**config.mk**
```make
export PLATFORM = sky130hd
export DESIGN_NAME = mist_video_timing_flat
export DESIGN_NICKNAME = d
export VERILOG_FILES = /design/src/rtl/mist_video_timing_if.sv /design/src/rtl/mist_video_timing.sv /design/src/flat_wrapper.sv
export SDC_FILE = /design/constraint.sdc
export NUM_CORES = 1
export LEC_CHECK = 0
export ABC_AREA = 1
export CORE_ASPECT_RATIO = 2
export CORE_MARGIN = 2
export CORE_UTILIZATION = 50
export DETAILED_ROUTE_END_ITERATION = 8
export PLACE_DENSITY_LB_ADDON = 0.2
export SETUP_SLACK_MARGIN = 0.1
export SYNTH_ARGS = -nofsm -noshare
export SYNTH_HDL_FRONTEND = slang
export SYNTH_SLANG_ARGS = --single-unit
```
**constraint.sdc**
```tcl
create_clock -name clk_sys -period 2.6 [get_ports clk_sys]
set_input_delay 0.78 -clock clk_sys [delete_from_list [all_inputs] [get_ports clk_sys]]
set_output_delay 0.78 -clock clk_sys [all_outputs]
set_load 0.05 [all_outputs]
```
**src/rtl/mist_video_timing_if.sv**
```systemverilog
// rtl/mist_video_timing_if.sv - control inputs and raster outputs of the video timing source
interface mist_video_timing_if #(
  parameter int COLOR_DEPTH = 6,
  parameter int HCNT_WIDTH  = 9,
  parameter int VCNT_WIDTH  = 9
);
  logic                   ce_divider;
  logic [1:0]             pattern_sel;
  logic                   ce_pix;
  logic [HCNT_WIDTH-1:0]  hcount;
  logic [VCNT_WIDTH-1:0]  vcount;
  logic                   hblank;
  logic                   vblank;
  logic                   HSync;
  logic                   VSync;
  logic                   frame_start;
  logic [COLOR_DEPTH-1:0] R;
  logic [COLOR_DEPTH-1:0] G;
  logic [COLOR_DEPTH-1:0] B;

  // Timing source side: takes the controls, drives the raster.
  modport master (
    input  ce_divider, pattern_sel,
    output ce_pix, hcount, vcount, hblank, vblank, HSync, VSync, frame_start, R, G, B
  );

  // Consumer side: drives the controls, receives the raster.
  modport slave (
    output ce_divider, pattern_sel,
    input  ce_pix, hcount, vcount, hblank, vblank, HSync, VSync, frame_start, R, G, B
  );
endinterface

```
**src/rtl/mist_video_timing.sv**
```systemverilog
// rtl/mist_video_timing.sv - 15 kHz raster timing generator with built-in test patterns
module mist_video_timing #(
  parameter int COLOR_DEPTH = 6,
  parameter int HCNT_WIDTH  = 9,
  parameter int VCNT_WIDTH  = 9,
  parameter int H_ACTIVE    = 256,
  parameter int H_FP        = 16,
  parameter int H_SYNC      = 24,
  parameter int H_BP        = 40,
  parameter int V_ACTIVE    = 224,
  parameter int V_FP        = 8,
  parameter int V_SYNC      = 3,
  parameter int V_BP        = 27
) (
  input  logic                clk_sys,
  input  logic                reset,
  mist_video_timing_if.master vid
);

  localparam int H_TOTAL = H_ACTIVE + H_FP + H_SYNC + H_BP;
  localparam int V_TOTAL = V_ACTIVE + V_FP + V_SYNC + V_BP;
  localparam int BAR_W   = H_ACTIVE / 8;

  localparam logic [HCNT_WIDTH-1:0] H_LAST     = HCNT_WIDTH'(H_TOTAL - 1);
  localparam logic [HCNT_WIDTH-1:0] H_ACT_END  = HCNT_WIDTH'(H_ACTIVE);
  localparam logic [HCNT_WIDTH-1:0] H_SYNC_BEG = HCNT_WIDTH'(H_ACTIVE + H_FP);
  localparam logic [HCNT_WIDTH-1:0] H_SYNC_END = HCNT_WIDTH'(H_ACTIVE + H_FP + H_SYNC);
  localparam logic [HCNT_WIDTH-1:0] BAR_LAST   = HCNT_WIDTH'(BAR_W - 1);
  localparam logic [VCNT_WIDTH-1:0] V_LAST     = VCNT_WIDTH'(V_TOTAL - 1);
  localparam logic [VCNT_WIDTH-1:0] V_ACT_END  = VCNT_WIDTH'(V_ACTIVE);
  localparam logic [VCNT_WIDTH-1:0] V_SYNC_BEG = VCNT_WIDTH'(V_ACTIVE + V_FP);
  localparam logic [VCNT_WIDTH-1:0] V_SYNC_END = VCNT_WIDTH'(V_ACTIVE + V_FP + V_SYNC);
  localparam logic [COLOR_DEPTH-1:0] MAX       = '1;

  logic [1:0]             div_q, div_d;
  logic                   ce_q, ce_d;
  logic [HCNT_WIDTH-1:0]  h_q, h_d;
  logic [VCNT_WIDTH-1:0]  v_q, v_d;
  logic [HCNT_WIDTH-1:0]  bar_cnt_q, bar_cnt_d;
  logic [2:0]             bar_idx_q, bar_idx_d;
  logic [1:0]             pat_q, pat_d;
  logic                   fs_q, fs_d;
  logic                   hblank_q, hblank_d;
  logic                   vblank_q, vblank_d;
  logic                   hs_q, hs_d;
  logic                   vs_q, vs_d;
  logic [COLOR_DEPTH-1:0] r_q, r_d, g_q, g_d, b_q, b_d;
  logic                   grid_on;

  // Next-state: pixel enable, raster counters, bar tracker and the decode of the new position.
  always_comb begin
    div_d     = div_q + 2'd1;
    // Odd divider phases for /2 and phase 3 for /4: since phase 3 is odd, a
    // mode change can never produce two enables in a row.
    ce_d      = vid.ce_divider ? div_q[0] : (div_q == 2'd3);
    h_d       = h_q;
    v_d       = v_q;
    bar_cnt_d = bar_cnt_q;
    bar_idx_d = bar_idx_q;
    if (ce_d) begin
      if (h_q == H_LAST) begin
        h_d = '0;
        v_d = (v_q == V_LAST) ? '0 : v_q + 1'b1;
      end else begin
        h_d = h_q + 1'b1;
      end
      // Bar index follows hcount / BAR_W without a divider.
      if (h_d == '0) begin
        bar_cnt_d = '0;
        bar_idx_d = '0;
      end else if (bar_cnt_q == BAR_LAST) begin
        bar_cnt_d = '0;
        bar_idx_d = bar_idx_q + 3'd1;
      end else begin
        bar_cnt_d = bar_cnt_q + 1'b1;
      end
    end

    fs_d     = ce_d && (h_d == '0) && (v_d == '0);
    // The pattern of a frame is fixed at its first pixel.
    pat_d    = fs_d ? vid.pattern_sel : pat_q;
    hblank_d = (h_d >= H_ACT_END);
    vblank_d = (v_d >= V_ACT_END);
    hs_d     = !((h_d >= H_SYNC_BEG) && (h_d < H_SYNC_END));
    vs_d     = !((v_d >= V_SYNC_BEG) && (v_d < V_SYNC_END));
    grid_on  = (h_d[3:0] == 4'd0) || (v_d[3:0] == 4'd0);

    r_d = '0;
    g_d = '0;
    b_d = '0;
    case (pat_d)
      2'b00: begin
        // Bars white..black map to index bits: R=~idx[1], G=~idx[2], B=~idx[0].
        r_d = bar_idx_d[1] ? '0 : MAX;
        g_d = bar_idx_d[2] ? '0 : MAX;
        b_d = bar_idx_d[0] ? '0 : MAX;
      end
      2'b01: begin
        r_d = grid_on ? MAX : '0;
        g_d = grid_on ? MAX : '0;
        b_d = grid_on ? MAX : '0;
      end
      2'b10: begin
        r_d = h_d[COLOR_DEPTH-1:0];
        g_d = h_d[COLOR_DEPTH-1:0];
        b_d = h_d[COLOR_DEPTH-1:0];
      end
      default: ;
    endcase
    if (hblank_d || vblank_d) begin
      r_d = '0;
      g_d = '0;
      b_d = '0;
    end
  end

  // State update; the decoded outputs only move on a pixel enable so they track hcount/vcount.
  always_ff @(posedge clk_sys) begin
    if (reset) begin
      div_q     <= 2'd0;
      ce_q      <= 1'b0;
      h_q       <= H_LAST;
      v_q       <= V_LAST;
      bar_cnt_q <= '0;
      bar_idx_q <= '0;
      pat_q     <= vid.pattern_sel;
      fs_q      <= 1'b0;
      hblank_q  <= 1'b1;
      vblank_q  <= 1'b1;
      hs_q      <= 1'b1;
      vs_q      <= 1'b1;
      r_q       <= '0;
      g_q       <= '0;
      b_q       <= '0;
    end else begin
      div_q     <= div_d;
      ce_q      <= ce_d;
      h_q       <= h_d;
      v_q       <= v_d;
      bar_cnt_q <= bar_cnt_d;
      bar_idx_q <= bar_idx_d;
      pat_q     <= pat_d;
      fs_q      <= fs_d;
      if (ce_d) begin
        hblank_q <= hblank_d;
        vblank_q <= vblank_d;
        hs_q     <= hs_d;
        vs_q     <= vs_d;
        r_q      <= r_d;
        g_q      <= g_d;
        b_q      <= b_d;
      end
    end
  end

  assign vid.ce_pix      = ce_q;
  assign vid.hcount      = h_q;
  assign vid.vcount      = v_q;
  assign vid.hblank      = hblank_q;
  assign vid.vblank      = vblank_q;
  assign vid.HSync       = hs_q;
  assign vid.VSync       = vs_q;
  assign vid.frame_start = fs_q;
  assign vid.R           = r_q;
  assign vid.G           = g_q;
  assign vid.B           = b_q;

endmodule

```
**src/flat_wrapper.sv**
```systemverilog
// flat-port wrapper written by rule: the top's interface ports become plain ports
module mist_video_timing_flat 
#(
  parameter int COLOR_DEPTH = 6,
  parameter int HCNT_WIDTH  = 9,
  parameter int VCNT_WIDTH  = 9,
  parameter int H_ACTIVE    = 256,
  parameter int H_FP        = 16,
  parameter int H_SYNC      = 24,
  parameter int H_BP        = 40,
  parameter int V_ACTIVE    = 224,
  parameter int V_FP        = 8,
  parameter int V_SYNC      = 3,
  parameter int V_BP        = 27
)
  (clk_sys, reset, vid_ce_divider, vid_pattern_sel, vid_ce_pix, vid_hcount, vid_vcount, vid_hblank, vid_vblank, vid_HSync, vid_VSync, vid_frame_start, vid_R, vid_G, vid_B);
  mist_video_timing_if #(.COLOR_DEPTH(COLOR_DEPTH), .HCNT_WIDTH(HCNT_WIDTH), .VCNT_WIDTH(VCNT_WIDTH)) vid_i ();
  input  logic clk_sys;
  input  logic reset;
  input wire logic [$bits(vid_i.ce_divider)-1:0] vid_ce_divider;
  input wire logic [$bits(vid_i.pattern_sel)-1:0] vid_pattern_sel;
  output wire logic [$bits(vid_i.ce_pix)-1:0] vid_ce_pix;
  output wire logic [$bits(vid_i.hcount)-1:0] vid_hcount;
  output wire logic [$bits(vid_i.vcount)-1:0] vid_vcount;
  output wire logic [$bits(vid_i.hblank)-1:0] vid_hblank;
  output wire logic [$bits(vid_i.vblank)-1:0] vid_vblank;
  output wire logic [$bits(vid_i.HSync)-1:0] vid_HSync;
  output wire logic [$bits(vid_i.VSync)-1:0] vid_VSync;
  output wire logic [$bits(vid_i.frame_start)-1:0] vid_frame_start;
  output wire logic [$bits(vid_i.R)-1:0] vid_R;
  output wire logic [$bits(vid_i.G)-1:0] vid_G;
  output wire logic [$bits(vid_i.B)-1:0] vid_B;
  assign vid_i.ce_divider = vid_ce_divider;
  assign vid_i.pattern_sel = vid_pattern_sel;
  assign vid_ce_pix = vid_i.ce_pix;
  assign vid_hcount = vid_i.hcount;
  assign vid_vcount = vid_i.vcount;
  assign vid_hblank = vid_i.hblank;
  assign vid_vblank = vid_i.vblank;
  assign vid_HSync = vid_i.HSync;
  assign vid_VSync = vid_i.VSync;
  assign vid_frame_start = vid_i.frame_start;
  assign vid_R = vid_i.R;
  assign vid_G = vid_i.G;
  assign vid_B = vid_i.B;
  mist_video_timing #(.COLOR_DEPTH(COLOR_DEPTH), .HCNT_WIDTH(HCNT_WIDTH), .VCNT_WIDTH(VCNT_WIDTH), .H_ACTIVE(H_ACTIVE), .H_FP(H_FP), .H_SYNC(H_SYNC), .H_BP(H_BP), .V_ACTIVE(V_ACTIVE), .V_FP(V_FP), .V_SYNC(V_SYNC), .V_BP(V_BP)) u_core (.clk_sys(clk_sys), .reset(reset), .vid(vid_i));
endmodule
```
After elaboration in Yosys (flattened, before gate mapping):

Cells that the tools add are included.

* $add $sub $neg: 5
* order comparisons: 6
* mux-type cells: 24
* reduce and logical (&&, ||, !) cells: 14
* eq/ne operators: 6

Operator list (count)
* 9-bit two-way mux: 8
* 6-bit one-hot mux with 3 select lines: 3
* 6-bit two-way mux: 7
* 9-bit by 1-bit adder with 9-bit output, second input constant: 3
* 9-bit zero test: 3
* 9-bit == test, second input constant: 2
* 9-bit by 8-bit greater-or-equal comparator with 1-bit output, second input constant: 2
* 9-bit greater-or-equal comparator, second input constant: 2
* 9-bit by 5-bit == test with 1-bit output, second input constant: 1
* 9-bit by 8-bit less-than comparator with 1-bit output, second input constant: 1
* 9-bit less-than comparator, second input constant: 1
* 3-bit two-way mux: 3
* 4-bit zero test: 2
* 2-bit == test, second input constant: 2
* 1-bit logical AND: 4
* 2-bit two-way mux: 2
* 3-bit by 1-bit adder with 3-bit output, second input constant: 1
* 2-bit by 1-bit adder with 2-bit output, second input constant: 1
* 2-bit by 1-bit == test with 1-bit output, second input constant: 1
* 1-bit zero test: 2
* 2-bit zero test: 1
* 1-bit logical OR: 2
* 1-bit two-way mux: 1

* register bits: 58
* bits of input ports: 5
* word-level logic and storage cells: 70

Longest topological paths before layout:

Gate-level depths: netlist (run 1).

* word-level depth: 11
* depth in mapped cells: 19
* gate-level depth less buffers: 18

Worst setup path before layout (run 1):

Ideal clock, no wire load.

* kind: register to register
* start: register u_core.h_q[1], in the netlist u_core.vid.hcount[1]
* end: register u_core.r_q[0], in the netlist u_core.vid.R[0]
* path slack: -0.228 ns
* data required time: 2.531 ns
* setup time: 0.069 ns
* stages on the path, launching flop included: 17
* period minus slack after synthesis: 2.828 ns
* arrival: 2.759 ns
* path through: dfxtp_1 ha_1 nand2_2 nor2_8 nand3_4 nor2_8 nand4_1 nand3_2 nand2_2 nor2_4 nand3_2 nand2_2 nand2_4 a21oi_4 buf_6 nand2_1 a21oi_2

* longest elaborated chain between the ends: 11
* elaborated cells on any way between the ends: 28

RTL lines
* from (decl): RTL line mist_video_timing.sv:37 `logic [HCNT_WIDTH-1:0] h_q, h_d;`
* from (signal assigned): RTL line mist_video_timing.sv:122 `h_q <= H_LAST;`
* from (signal assigned): RTL line mist_video_timing.sv:138 `h_q <= h_d;`
* 9-bit by 1-bit adder with 9-bit output or 9-bit == test (tied branches): RTL line mist_video_timing.sv:65, mist_video_timing.sv:61
* 9-bit two-way mux: RTL line mist_video_timing.sv:61 `if (h_q == H_LAST) begin`
* 9-bit two-way mux (2 in series): RTL line mist_video_timing.sv:60 `if (ce_d) begin`
* 9-bit zero test: RTL line mist_video_timing.sv:79 `fs_d = ce_d && (h_d == '0) && (v_d == '0);`
* 1-bit logical AND (2 in series): RTL line mist_video_timing.sv:79
* 2-bit two-way mux: RTL line mist_video_timing.sv:81 `pat_d = fs_d ? vid.pattern_sel : pat_q;`
* 2-bit == test (tied with other cells): RTL line mist_video_timing.sv:91 `case (pat_d)`
* 6-bit one-hot mux with 3 select lines: RTL line mist_video_timing.sv:91
* 6-bit two-way mux (*): RTL line mist_video_timing.sv:110 `if (hblank_d || vblank_d) begin`
* to (signal assigned): RTL line mist_video_timing.sv:149 `r_q <= r_d;`
* to (decl): RTL line mist_video_timing.sv:47 `logic [COLOR_DEPTH-1:0] r_q, r_d, g_q, g_d, b_q, b_d;`

Every way passes the cells marked *; elsewhere a longest branch is shown, timed or not. The select of a mux whose other input is x is not followed.
A chain may end at the register's enable or synchronous reset.

Worst setup path after layout (run 1):

* start: register u_core.h_q[0], in the netlist u_core.vid.hcount[0]
* end: register u_core.r_q[0], in the netlist u_core.vid.R[0]

Same word-level chain as after synthesis.

==> metrics.cfg, run 1 <==
[timing]
finalClockSkew_ps=5.65
worst_pin_slew_ps=736
min_period_ps=2850
setup_viol=19
finalWorstSetupSlack_ps=-245
rsz0062_at_grt=true
hold_ws_ps=466
timing.fmax_ghz=0.351
timing.slew.headroom_pct=50.4
hold_viol=0
period_share_pct=109
drv_slew=0

[clocking]
cts_tree=built
h-tree-depth=3
clockBufferDepth=2
numCtsBuffers=9
insertion_delay_ps=340
clock_sinks=58
cts.clk_slew.worst_paths_ps=50
hold_buffers=0
root_buffer=clkbuf_16

[yosys]
yosysUniqueCellTypes=40
synth-edff-count=0
synth_top_area_share_pct=34.5
synth.top_cells.by_area=dfxtp_1 (35%), nand2_1 (18%), nand3_1 (8.2%)
synth_ff_type=dfxtp_1
synth_seq_area_share_pct=34.5
synth.most_common_cell=nand2_1
ys_seq_elements=58
synthArstFlopShare_pct=0
synthTopCellsByCount=nand2_1 (158), dfxtp_1 (58), nand3_1 (55)
synth_top_cell_by_area=dfxtp_1
yosys_warnings=0
syn_area_um2=3360
syn_nets=506
syn_inst=495
avgSynthCellArea_um2=6.80

[critical_path]
arrival_ps=3120
end_kind=flip-flop
worst-path-max-fanout=6
crit_required_ps=2870
worstSetupPathType=flip-flop to flip-flop
worst_setup_path_start_kind=flip-flop

[global_route]
grt_max_degree=33
grt_overflow=0
antenna_found_initial=0
grt_pass1_wl_um=16500
first_global_vias=3630
grtUsageTotal_pct=29.8

[placement]
place_congestion=0.938
place_inst=661
port_buffers=46
pre_cts_ws_ps=-774
hpwlAfterDp_um=6710

[outcome]
violations=negative setup slack
status=finished with violations

[detailed_routing]
avgRoutedWirePerCell_um=16.6
ant_nets=0
wirelength_um=11600
vias_per_cell=5.46
drt_iter0_drc=284
vias=3837
firstDrtPassIters=5
post-route-drc-count=0

[finish]
nNetsFinal=621
drive_above_1_share_pct=33.7
fillers=437
final_cells=703
diodes=0
area_growth_pct=54.5

[die]
die_h_um=120
dieArea_um2=7440
initial_core_util_pct=51.2
coreArea_um2=6570
num_rows=42
top_level_ports=47
die_w_um=62.0

[job]
maxCapViolCount=0

[power_and_ir_drop]
p_leak_nw=2.36
peakVddDrop_v=0.000525
p_total_w=0.00302
p_per_area_nw_per_um2=581

[min_path]
hold_class=flip-flop to flip-flop

report_power, final:
part	leakage (nW)	internal [W]	switching, W	total (W)
clock network	0.131	0.000664	0.000423	0.00109
logic	1.76	0.000365	0.000597	0.000962
registers	0.470	0.000928	0.0000443	0.000972
critical path, stage by stage (launching register included):
cell and delay [ps]:
dfxtp_4 370, ha_4 170, nand2_4 80, nor2_8 130, nand3_4 180, buf_12 190, nor2_1 130, nand2_1 140
nand3_2 140, nand2_1 90, nor2_2 160, nand4_1 230, nand2_2 240, nand3_2 180, nand3_1 180, nand2_4 60
a21oi_2 120
routing by layer:
| metal | wire length, µm | GRT usage [%] | share of wire [%] | vias up |
|---|---|---|---|---|
| li1 | - | - | - | 1846 |
| met1 | 3950 | 30.8 | 34 | 1778 |
| met2 | 6510 | 50.2 | 56 | 150 |
| met3 | 485 | 5.28 | 4.2 | 63 |
| met4 | 695 | 21.0 | 6.0 | 0 |
| met5 | 0 | 0 | 0 | - |
state kept, by name (all words and copies together), names as in the netlist:
name and flops:
u_core.bar_cnt_q 9, u_core.bar_idx_q 3, u_core.div_q 2, u_core.pat_q 2
u_core.vid.B 6, u_core.vid.G 6, u_core.vid.HSync 1, u_core.vid.R 6
u_core.vid.VSync 1, u_core.vid.ce_pix 1, u_core.vid.frame_start 1, u_core.vid.hblank 1
u_core.vid.hcount 9, u_core.vid.vblank 1, u_core.vid.vcount 9
kinds of logic after synthesis:
| family | synth area share, % |
|---|---|
| compound gates | 10.9 |
| fa+ha+maj | 2.23 |
| simple gates | 43.2 |
| buf+inv | 8.11 |
| xor+xnor | 1.04 |
| flops | 34.5 |
worst paths after layout:
kind	cells past startpoint	slack [ps]	from	end
max	16	-250	u_core.vid.hcount[0]$_SDFF_PP1_	u_core.vid.R[0]$_SDFFE_PP0N_
min	2	470	u_core.vid.B[1]$_SDFFE_PP0N_	u_core.vid.B[1]$_SDFFE_PP0N_
max reg2reg	16	-250	u_core.vid.hcount[0]$_SDFF_PP1_	u_core.vid.R[0]$_SDFFE_PP0N_
min reg2reg	2	470	u_core.vid.B[1]$_SDFFE_PP0N_	u_core.vid.B[1]$_SDFFE_PP0N_
cell usage in the layout (no fill, tap or decap), types with 4 or more instances in the layout:
| cell | n |
|---|---|
| ha_1 | 5 |
| nor2_4 | 4 |
| nand2_1 | 125 |
| nand3_4 | 8 |
| clkdlybuf4s50_1 | 43 |
| buf_4 | 54 |
| a21oi_2 | 13 |
| nand4_1 | 12 |
| nand2_2 | 23 |
| a21oi_1 | 17 |
| nand2_4 | 23 |
| dfxtp_2 | 7 |
| nand3b_1 | 4 |
| inv_1 | 41 |
| nand3_1 | 40 |
| buf_12 | 5 |
| nor2_1 | 38 |
| dfxtp_1 | 49 |
| nand3_2 | 17 |
| buf_6 | 11 |
| o21ai_0 | 7 |
| clkbuf_16 | 9 |
| inv_2 | 6 |
per-stage QoR:
| stage | utilization, % | TNS (ps) | cell area (µm²) |
|---|---|---|---|
| 5_1_grt | 79.1 | -5180 | 5200 |
| 2_1_floorplan | - | 0 | 3420 |
| 3_5_place_dp | 64.9 | -15940 | 4260 |
| 6_report | 79.1 | -3530 | 5200 |
| 3_3_place_gp | 64.9 | -14860 | 4260 |
| 4_1_cts | 76.0 | -616 | 4990 |
repair_timing:
action | in CTS | in global routing
setup endpoints to repair | 25 | 20
gates cloned | 4 | 2
resized for setup | 65 | 44
pin swaps | 31 | 18
buffers inserted | 15 | 8
final cells by class:
type	instances	area (µm²)	area share [%]
multi-input cells	373	2340	44.9
flip-flops and latches	58	1180	22.6
repair buffers	116	1090	21.0
clock buffers	11	243	4.67
inverters	52	210	4.04
well taps	88	110	2.12
clock inverters	5	30.0	0.578
(Power assumes the default switching activity.)
==> run 2: changes to the inputs <==
ABC_CLOCK_PERIOD_IN_PS = 2600   (was unset)
==> results of run 2 <==
Final layout, timing and power as in run 1 (identical DEF).
